**config.mk**
```make
export PLATFORM = sky130hd
export DESIGN_NAME = song_seq
export DESIGN_NICKNAME = d
export VERILOG_FILES = /design/src/rtl/song_seq.sv
export SDC_FILE = /design/constraint.sdc
export NUM_CORES = 1
export LEC_CHECK = 0
export CAP_MARGIN = 20
export CORE_ASPECT_RATIO = 0.7
export CORE_MARGIN = 2
export CORE_UTILIZATION = 49
export CTS_CLUSTER_SIZE = 8
export DETAILED_ROUTE_END_ITERATION = 7
export PLACE_DENSITY = 0.84
export SYNTH_ARGS = -nofsm -noshare
export SYNTH_HDL_FRONTEND = slang
export SYNTH_SLANG_ARGS = --single-unit
```
**constraint.sdc**
```tcl
create_clock -name clk -period 2.35 [get_ports clk]
set_input_delay 0.5875 -clock clk [delete_from_list [all_inputs] [get_ports clk]]
set_output_delay 0.5875 -clock clk [all_outputs]
set_load 0.02 [all_outputs]
```
**src/rtl/song_seq.sv**
```systemverilog
`default_nettype none
// +--------------------------------------------------------------------------+
// | Module : song_seq                                                        |
// | Desc   : ROM-driven multi-voice note sequencer (chords, hold, loop)      |
// | Rev    : 1.0 - initial release                                           |
// +--------------------------------------------------------------------------+

module song_seq #(
   parameter  int NUM_SONGS  = 4,
   parameter  int DEPTH_LOG2 = 5,
   parameter  int NOTE_W     = 6,
   parameter  int DUR_W      = 6,
   parameter  int META_W     = 3,
   parameter  int NUM_VOICES = 3,
   localparam int SONG_W     = $clog2(NUM_SONGS),
   localparam int EW         = 1 + NOTE_W + DUR_W + META_W,
   localparam int AW         = SONG_W + DEPTH_LOG2
) (
   input  logic                         clk,
   input  logic                         reset_n,
   input  logic                         play,
   input  logic [SONG_W-1:0]            song_sel,
   input  logic                         loop,
   input  logic                         beat,
   output logic [AW-1:0]                rom_addr,
   input  logic [EW-1:0]                rom_data,
   output logic [NUM_VOICES-1:0]        load_out,
   output logic [NUM_VOICES*NOTE_W-1:0] note_out,
   output logic [NUM_VOICES*DUR_W-1:0]  dur_out,
   output logic                         playing,
   output logic                         song_done,
   output logic                         overflow
);
   localparam int                    VP_W     = $clog2(NUM_VOICES + 1);
   localparam logic [VP_W-1:0]       VP_SAT   = VP_W'(NUM_VOICES);
   localparam logic [VP_W-1:0]       VP_ONE   = VP_W'(1);
   localparam logic [DEPTH_LOG2-1:0] IDX_LAST = '1;
   localparam logic [DEPTH_LOG2-1:0] IDX_ONE  = DEPTH_LOG2'(1);
   localparam logic [DUR_W-1:0]      DUR_ONE  = DUR_W'(1);

   typedef enum logic [2:0] {
      S_IDLE   = 3'd0,
      S_FETCH  = 3'd1,
      S_DECODE = 3'd2,
      S_HOLD   = 3'd3,
      S_END    = 3'd4
   } state_t;

   state_t                r_state, w_state, w_adv_state;
   logic [SONG_W-1:0]     r_song, w_song;
   logic [DEPTH_LOG2-1:0] r_idx, w_idx, w_adv_idx;
   logic [VP_W-1:0]       r_vp, w_vp;
   logic [DUR_W-1:0]      r_beats_left, w_beats_left;
   logic [NUM_VOICES-1:0] r_load, w_load;
   logic [NOTE_W-1:0]     r_note [NUM_VOICES];
   logic [NOTE_W-1:0]     w_note [NUM_VOICES];
   logic [DUR_W-1:0]      r_dur  [NUM_VOICES];
   logic [DUR_W-1:0]      w_dur  [NUM_VOICES];
   logic                  r_overflow, w_overflow;

   logic                  w_e_adv, w_term, w_change;
   logic [NOTE_W-1:0]     w_e_note;
   logic [DUR_W-1:0]      w_e_dur;
   logic [META_W-1:0]     w_meta_unused;

   assign w_e_adv       = rom_data[EW-1];
   assign w_e_note      = rom_data[EW-2 -: NOTE_W];
   assign w_e_dur       = rom_data[META_W +: DUR_W];
   assign w_meta_unused = rom_data[META_W-1:0];
   assign w_term        = w_e_adv && (w_e_note == '0) && (w_e_dur == '0);
   assign w_change      = (song_sel != r_song);

   // The last entry of a song ends it instead of spilling into the next song.
   assign w_adv_state   = (r_idx == IDX_LAST) ? S_END : S_FETCH;
   assign w_adv_idx     = (r_idx == IDX_LAST) ? r_idx : r_idx + IDX_ONE;

   always_comb begin
      w_state      = r_state;
      w_song       = r_song;
      w_idx        = r_idx;
      w_vp         = r_vp;
      w_beats_left = r_beats_left;
      w_load       = '0;
      w_note       = r_note;
      w_dur        = r_dur;
      w_overflow   = r_overflow;

      if (r_state == S_IDLE) begin
         if (play) begin
            w_song  = song_sel;
            w_idx   = '0;
            w_vp    = '0;
            w_state = S_FETCH;
         end
      end else if (r_state == S_END) begin
         if (loop) begin
            w_idx   = '0;
            w_vp    = '0;
            w_state = S_FETCH;
         end else begin
            w_state = S_IDLE;
         end
      end else if (!play) begin
         w_state = r_state;
      end else if (w_change) begin
         w_song  = song_sel;
         w_idx   = '0;
         w_vp    = '0;
         w_state = S_FETCH;
      end else begin
         case (r_state)
            S_FETCH: w_state = S_DECODE;
            S_DECODE: begin
               if (w_term) begin
                  w_state = S_END;
               end else begin
                  if (w_e_note != '0) begin
                     if (r_vp < VP_SAT) begin
                        for (int v = 0; v < NUM_VOICES; v++) begin
                           if (r_vp == VP_W'(v)) begin
                              w_load[v] = 1'b1;
                              w_note[v] = w_e_note;
                              w_dur[v]  = w_e_dur;
                           end
                        end
                     end else begin
                        w_overflow = 1'b1;
                     end
                  end
                  if (!w_e_adv) begin
                     w_vp    = (r_vp < VP_SAT) ? r_vp + VP_ONE : VP_SAT;
                     w_idx   = w_adv_idx;
                     w_state = w_adv_state;
                  end else begin
                     w_vp = '0;
                     if (w_e_dur == '0) begin
                        w_idx   = w_adv_idx;
                        w_state = w_adv_state;
                     end else begin
                        w_beats_left = w_e_dur;
                        w_state      = S_HOLD;
                     end
                  end
               end
            end
            S_HOLD: begin
               if (beat) begin
                  w_beats_left = r_beats_left - DUR_ONE;
                  if (r_beats_left == DUR_ONE) begin
                     w_idx   = w_adv_idx;
                     w_state = w_adv_state;
                  end
               end
            end
            default: w_state = S_IDLE;
         endcase
      end
   end

   always_ff @(posedge clk or negedge reset_n) begin
      if (!reset_n) begin
         r_state      <= S_IDLE;
         r_song       <= '0;
         r_idx        <= '0;
         r_vp         <= '0;
         r_beats_left <= '0;
         r_load       <= '0;
         r_overflow   <= 1'b0;
         for (int v = 0; v < NUM_VOICES; v++) begin
            r_note[v] <= '0;
            r_dur[v]  <= '0;
         end
      end else begin
         r_state      <= w_state;
         r_song       <= w_song;
         r_idx        <= w_idx;
         r_vp         <= w_vp;
         r_beats_left <= w_beats_left;
         r_load       <= w_load;
         r_overflow   <= w_overflow;
         r_note       <= w_note;
         r_dur        <= w_dur;
      end
   end

   assign rom_addr  = {r_song, r_idx};
   assign load_out  = r_load;
   assign playing   = (r_state != S_IDLE);
   assign song_done = (r_state == S_END);
   assign overflow  = r_overflow;

   for (genvar gv = 0; gv < NUM_VOICES; gv++) begin : g_pack
      assign note_out[gv*NOTE_W +: NOTE_W] = r_note[gv];
      assign dur_out[gv*DUR_W +: DUR_W]    = r_dur[gv];
   end

endmodule

`default_nettype wire
```
==> Implementation_results.wiki, run 1 <==
{| class="wikitable"
! Metric !! Value
|-
| Met1 Wirelength || 3180 um
|-
| Max-cap viol count || 0
|-
| Number of global-route vias before repair || 2373
|-
| Via count || 2327
|-
| Initial antenna violation count || 0
|-
| Power density normalized to cell area || 765 nW/um^2
|-
| Clk_lat worst skew || 0.34 ns
|-
| Starting utilization of the core area || 0.521
|-
| Root Driver || sky130_fd_sc_hd__clkbuf_8
|-
| EDFF count, synth || 0
|-
| Floorplan row count || 22
|-
| Most numerous cell in the Yosys netlist || sky130_fd_sc_hd__dfrtp_1
|-
| Worst min-delay path class || in -> async
|-
| Part of the Yosys area used for sequential elements || 0.519
|-
| Clock tree from TritonCTS || yes
|-
| P_leak || 1.97 nW
|-
| Most area-consuming cells after synthesis || sky130_fd_sc_hd__dfrtp_1, sky130_fd_sc_hd__mux2_2, sky130_fd_sc_hd__ha_1
|-
| Data arrival time of the worst path || 2.58 ns
|-
| Outcome || finished clean
|-
| Final period util || 0.992
|-
| Area share of the largest cell type after synthesis || 0.519
|-
| Ranking of synthesized cells by instance count || sky130_fd_sc_hd__dfrtp_1, sky130_fd_sc_hd__mux2_2, sky130_fd_sc_hd__nor2_1, sky130_fd_sc_hd__nand2_1, sky130_fd_sc_hd__o21ai_0
|-
| Count of routing violations after the opening detailed-route iteration || 133
|-
| Dominant synthesized flop cell || sky130_fd_sc_hd__dfrtp_1
|-
| Distinct cell type count after synthesis || 52
|-
| Kind of capture point of the worst setup path || flip-flop
|-
| Residual antenna-violating net count after detailed routing || 0
|-
| Overall die area || 6330 sq um
|-
| Number of buffers inserted for hold repair after clock tree synthesis || 0
|-
| Max Clk Rate || 0.429 GHz
|-
| Final-report setup violation count || 0
|-
| Total internal power || 2.21 mW
|-
| Wire length of the first global-routing pass || 11900 um
|-
| Average via count per standard cell || 5.59
|-
| Count of inserted antenna diode cells || 0
|-
| Overall die height || 67.2 um
|-
| Number of buffers on the longest clock path || 2
|-
| Start-to-end type of the worst setup path || in -> reg
|-
| Cell type with the highest aggregate area in the netlist || sky130_fd_sc_hd__dfrtp_1
|-
| Seq pwr share || 0.396
|-
| Total number of nets in the final design || 367
|-
| Routability congestion estimate || 0.935
|-
| CP Max Fanout || 3
|-
| IO Count || 72
|-
| Post-synth design cell area || 2800 sq um
|-
| Chip width || 94.3 um
|-
| Sequence of cells on the critical path || clkdlybuf4s50_1 -> or4_4 -> nor3_4 -> a2111oi_4 -> or3_4 -> buf_4 -> o21ai_1
|-
| Number of search-and-repair iterations in the first detailed-routing pass || 4
|-
| Total routing usage reported by global routing || 0.251
|-
| Worst slew margin relative to its limit || 0.725
|-
| Final critical-path required period || 2.33 ns
|-
| Clk sink count || 58
|-
| Max layer used || met4
|-
| Syn Area/Cell || 11.9 sq um
|-
| WL final || 7310 um
|-
| Clk slew on worst S/H paths || 0.07 ns
|-
| HPWL Detailed || 5100 um
|-
| Gate power share || 0.245
|-
| Number of clock buffers inserted by TritonCTS || 9
|-
| Hold violation total from the final report || 0
|-
| Critical path data required time || 2.60 ns
|-
| Fillers || 339
|-
| Final clock skew || 0.00571 ns
|-
| Maximum level of the CTS H-tree || 3
|-
| Area of the core || 5370 sq um
|-
| Setup TNS || 0 ns
|-
| Worst IR Drop VDD || 379 uV
|-
| Worst slack at placement || -0.356 ns
|-
| Cell with the biggest individual delay on the critical path || sky130_fd_sc_hd__or4_4
|-
| Layout Utilization || 0.772
|-
| Met2 wire len || 3580 um
|-
| Pin count of the biggest net entering global routing || 59
|-
| Sum of met3 wire segment lengths after detailed routing || 460 um
|-
| Final max-slew violation count || 0
|-
| Worst-Margin Slew || 0.412 ns
|-
| Total grt overflow || 0
|-
| Number of nets produced by synthesis || 262
|-
| Yosys warns || 0
|-
| Post-Route Hold Slack || 0.241 ns
|-
| Proportion of register bits with asynchronous set or reset after synthesis || 1.00
|-
| Gate Count Post-Synth || 234
|-
| Delay of the slowest cell on the worst path || 0.46 ns
|-
| Minimum setup slack in the final design || 0.0199 ns
|-
| Relative contribution of the clock network to total power || 0.359
|-
| Wire length per cell after detailed routing || 17.6 um
|-
| Count of buffers inserted at the top-level ports || 68
|-
| Number of DRC violations after detailed routing || 0
|-
| Area added between synthesis and finish || 48.2%
|-
| Switching portion of total power || 0.302
|-
| Layout cells sized above 1 || 0.326
|-
| Net switching power figure || 0.956 mW
|-
| Unrepaired setup endpoints after global routing || false
|-
| Worst setup SP type || input pin
|-
| Register bit total from synthesis || 58
|}
kinds of logic (layout without fill, tap and decap cells):
kind of cell,count (synthesis),after routing,synth area share
and+or+nand+nor,60,60,0.125
DFF,58,58,0.519
AOI/OAI and AO/OA,46,46,0.117
muxes,42,42,0.170
buffers and inverters,19,129,0.0336
adders and majority gates,5,5,0.0224
xor gates and xnor gates,4,4,0.0125
sequential cells by signal, indices dropped and copies added, names as in the netlist:
signal and count:
r_song 2, dur_out 18, overflow 1, r_state 3, r_vp 2, r_beats_left 6, r_idx 5, note_out 18
load_out 3
per-layer routing:
layer  vias to the layer above  track usage
met4                         0       0.0779
met5                         -            0
li1                       1072            -
met2                       104        0.424
met1                      1139        0.324
met3                        12       0.0636
worst paths after layout:
kind | startpoint | to | slack [ns] | depth (start not counted)
min in group clk | overflow | overflow | 0.48 | 1
worst min-delay path | reset_n | r_beats_left[2] | 0.24 | 2
worst max register to register | r_idx[0] | r_idx[4] | 0.18 | 8
worst max-delay path | rom_data[7] | r_idx[4] | 0.02 | 7
worst min register to register | overflow | overflow | 0.48 | 1
max in group asynchronous | reset_n | r_state[1] | 1.84 | 2
power groups by stage:
stage	clock [mW]	sequential, mW	combinational, mW
after global placement	0	1.25	0.731
after CTS	1.15	1.25	0.766
after floorplan	0	1.30	0.351
after global routing	1.21	1.27	0.838
final	1.14	1.25	0.777
after detailed placement	0	1.26	0.756
cell usage in the layout, fill, tap and decap left out, drive strengths merged, types with 3 or more instances in the layout:
| master | Yosys | layout |
|---|---|---|
| bufinv | 0 | 3 |
| clkinv | 0 | 3 |
| ha | 5 | 5 |
| nand3b | 3 | 3 |
| nor2b | 3 | 3 |
| or3 | 4 | 4 |
| nor2 | 17 | 17 |
| nor3 | 7 | 7 |
| a21oi | 8 | 8 |
| clkdlybuf4s50 | 0 | 61 |
| nand2 | 13 | 13 |
| dlymetal6s2s | 0 | 4 |
| buf | 7 | 36 |
| inv | 10 | 11 |
| dfrtp | 58 | 58 |
| mux2 | 41 | 41 |
| o31ai | 4 | 4 |
| o21ai | 12 | 12 |
| clkbuf | 2 | 9 |
worst max-delay path, delay by kind of cell:
kind,cells,cell delay [ns]
and+or+nand+nor,3,1.10
AOI/OAI and AO/OA,2,0.30
buffers and inverters,2,0.58
area by class of cell:
| type | instances | area (sq um) | area share |
|---|---|---|---|
| sequential | 58 | 1450 | 0.351 |
| timing repair buffer | 103 | 996 | 0.240 |
| clock inverter | 7 | 125 | 0.0302 |
| clock buffer | 9 | 124 | 0.0299 |
| inverter | 10 | 37.5 | 0.00906 |
| tap | 72 | 90.1 | 0.0218 |
| multi-input combinational | 157 | 1320 | 0.318 |
stage by stage:
| step | power [mW] | instance area [sq um] | std cells |
|---|---|---|---|
| floorplan | 1.65 | 2800 | 234 |
| global placement | 1.98 | 3820 | 400 |
| detailed placement | 2.02 | 3820 | 400 |
| CTS | 3.16 | 4080 | 416 |
| global route | 3.32 | 4140 | 416 |
| finish | 3.17 | 4140 | 416 |
timing repair:
action                     in CTS  in global routing
buffers inserted                0                  0
pin swaps                       0                  2
resized for setup               6                 14
setup endpoints to repair       5                 42
Power figures use the tool's default switching activity.
==> run 2, diff against run 1 <==
ABC_CLOCK_PERIOD_IN_PS = 2350   (was not set)
==> results of run 2 <==
The final DEF is identical to that of run 1; final timing and power are the same.
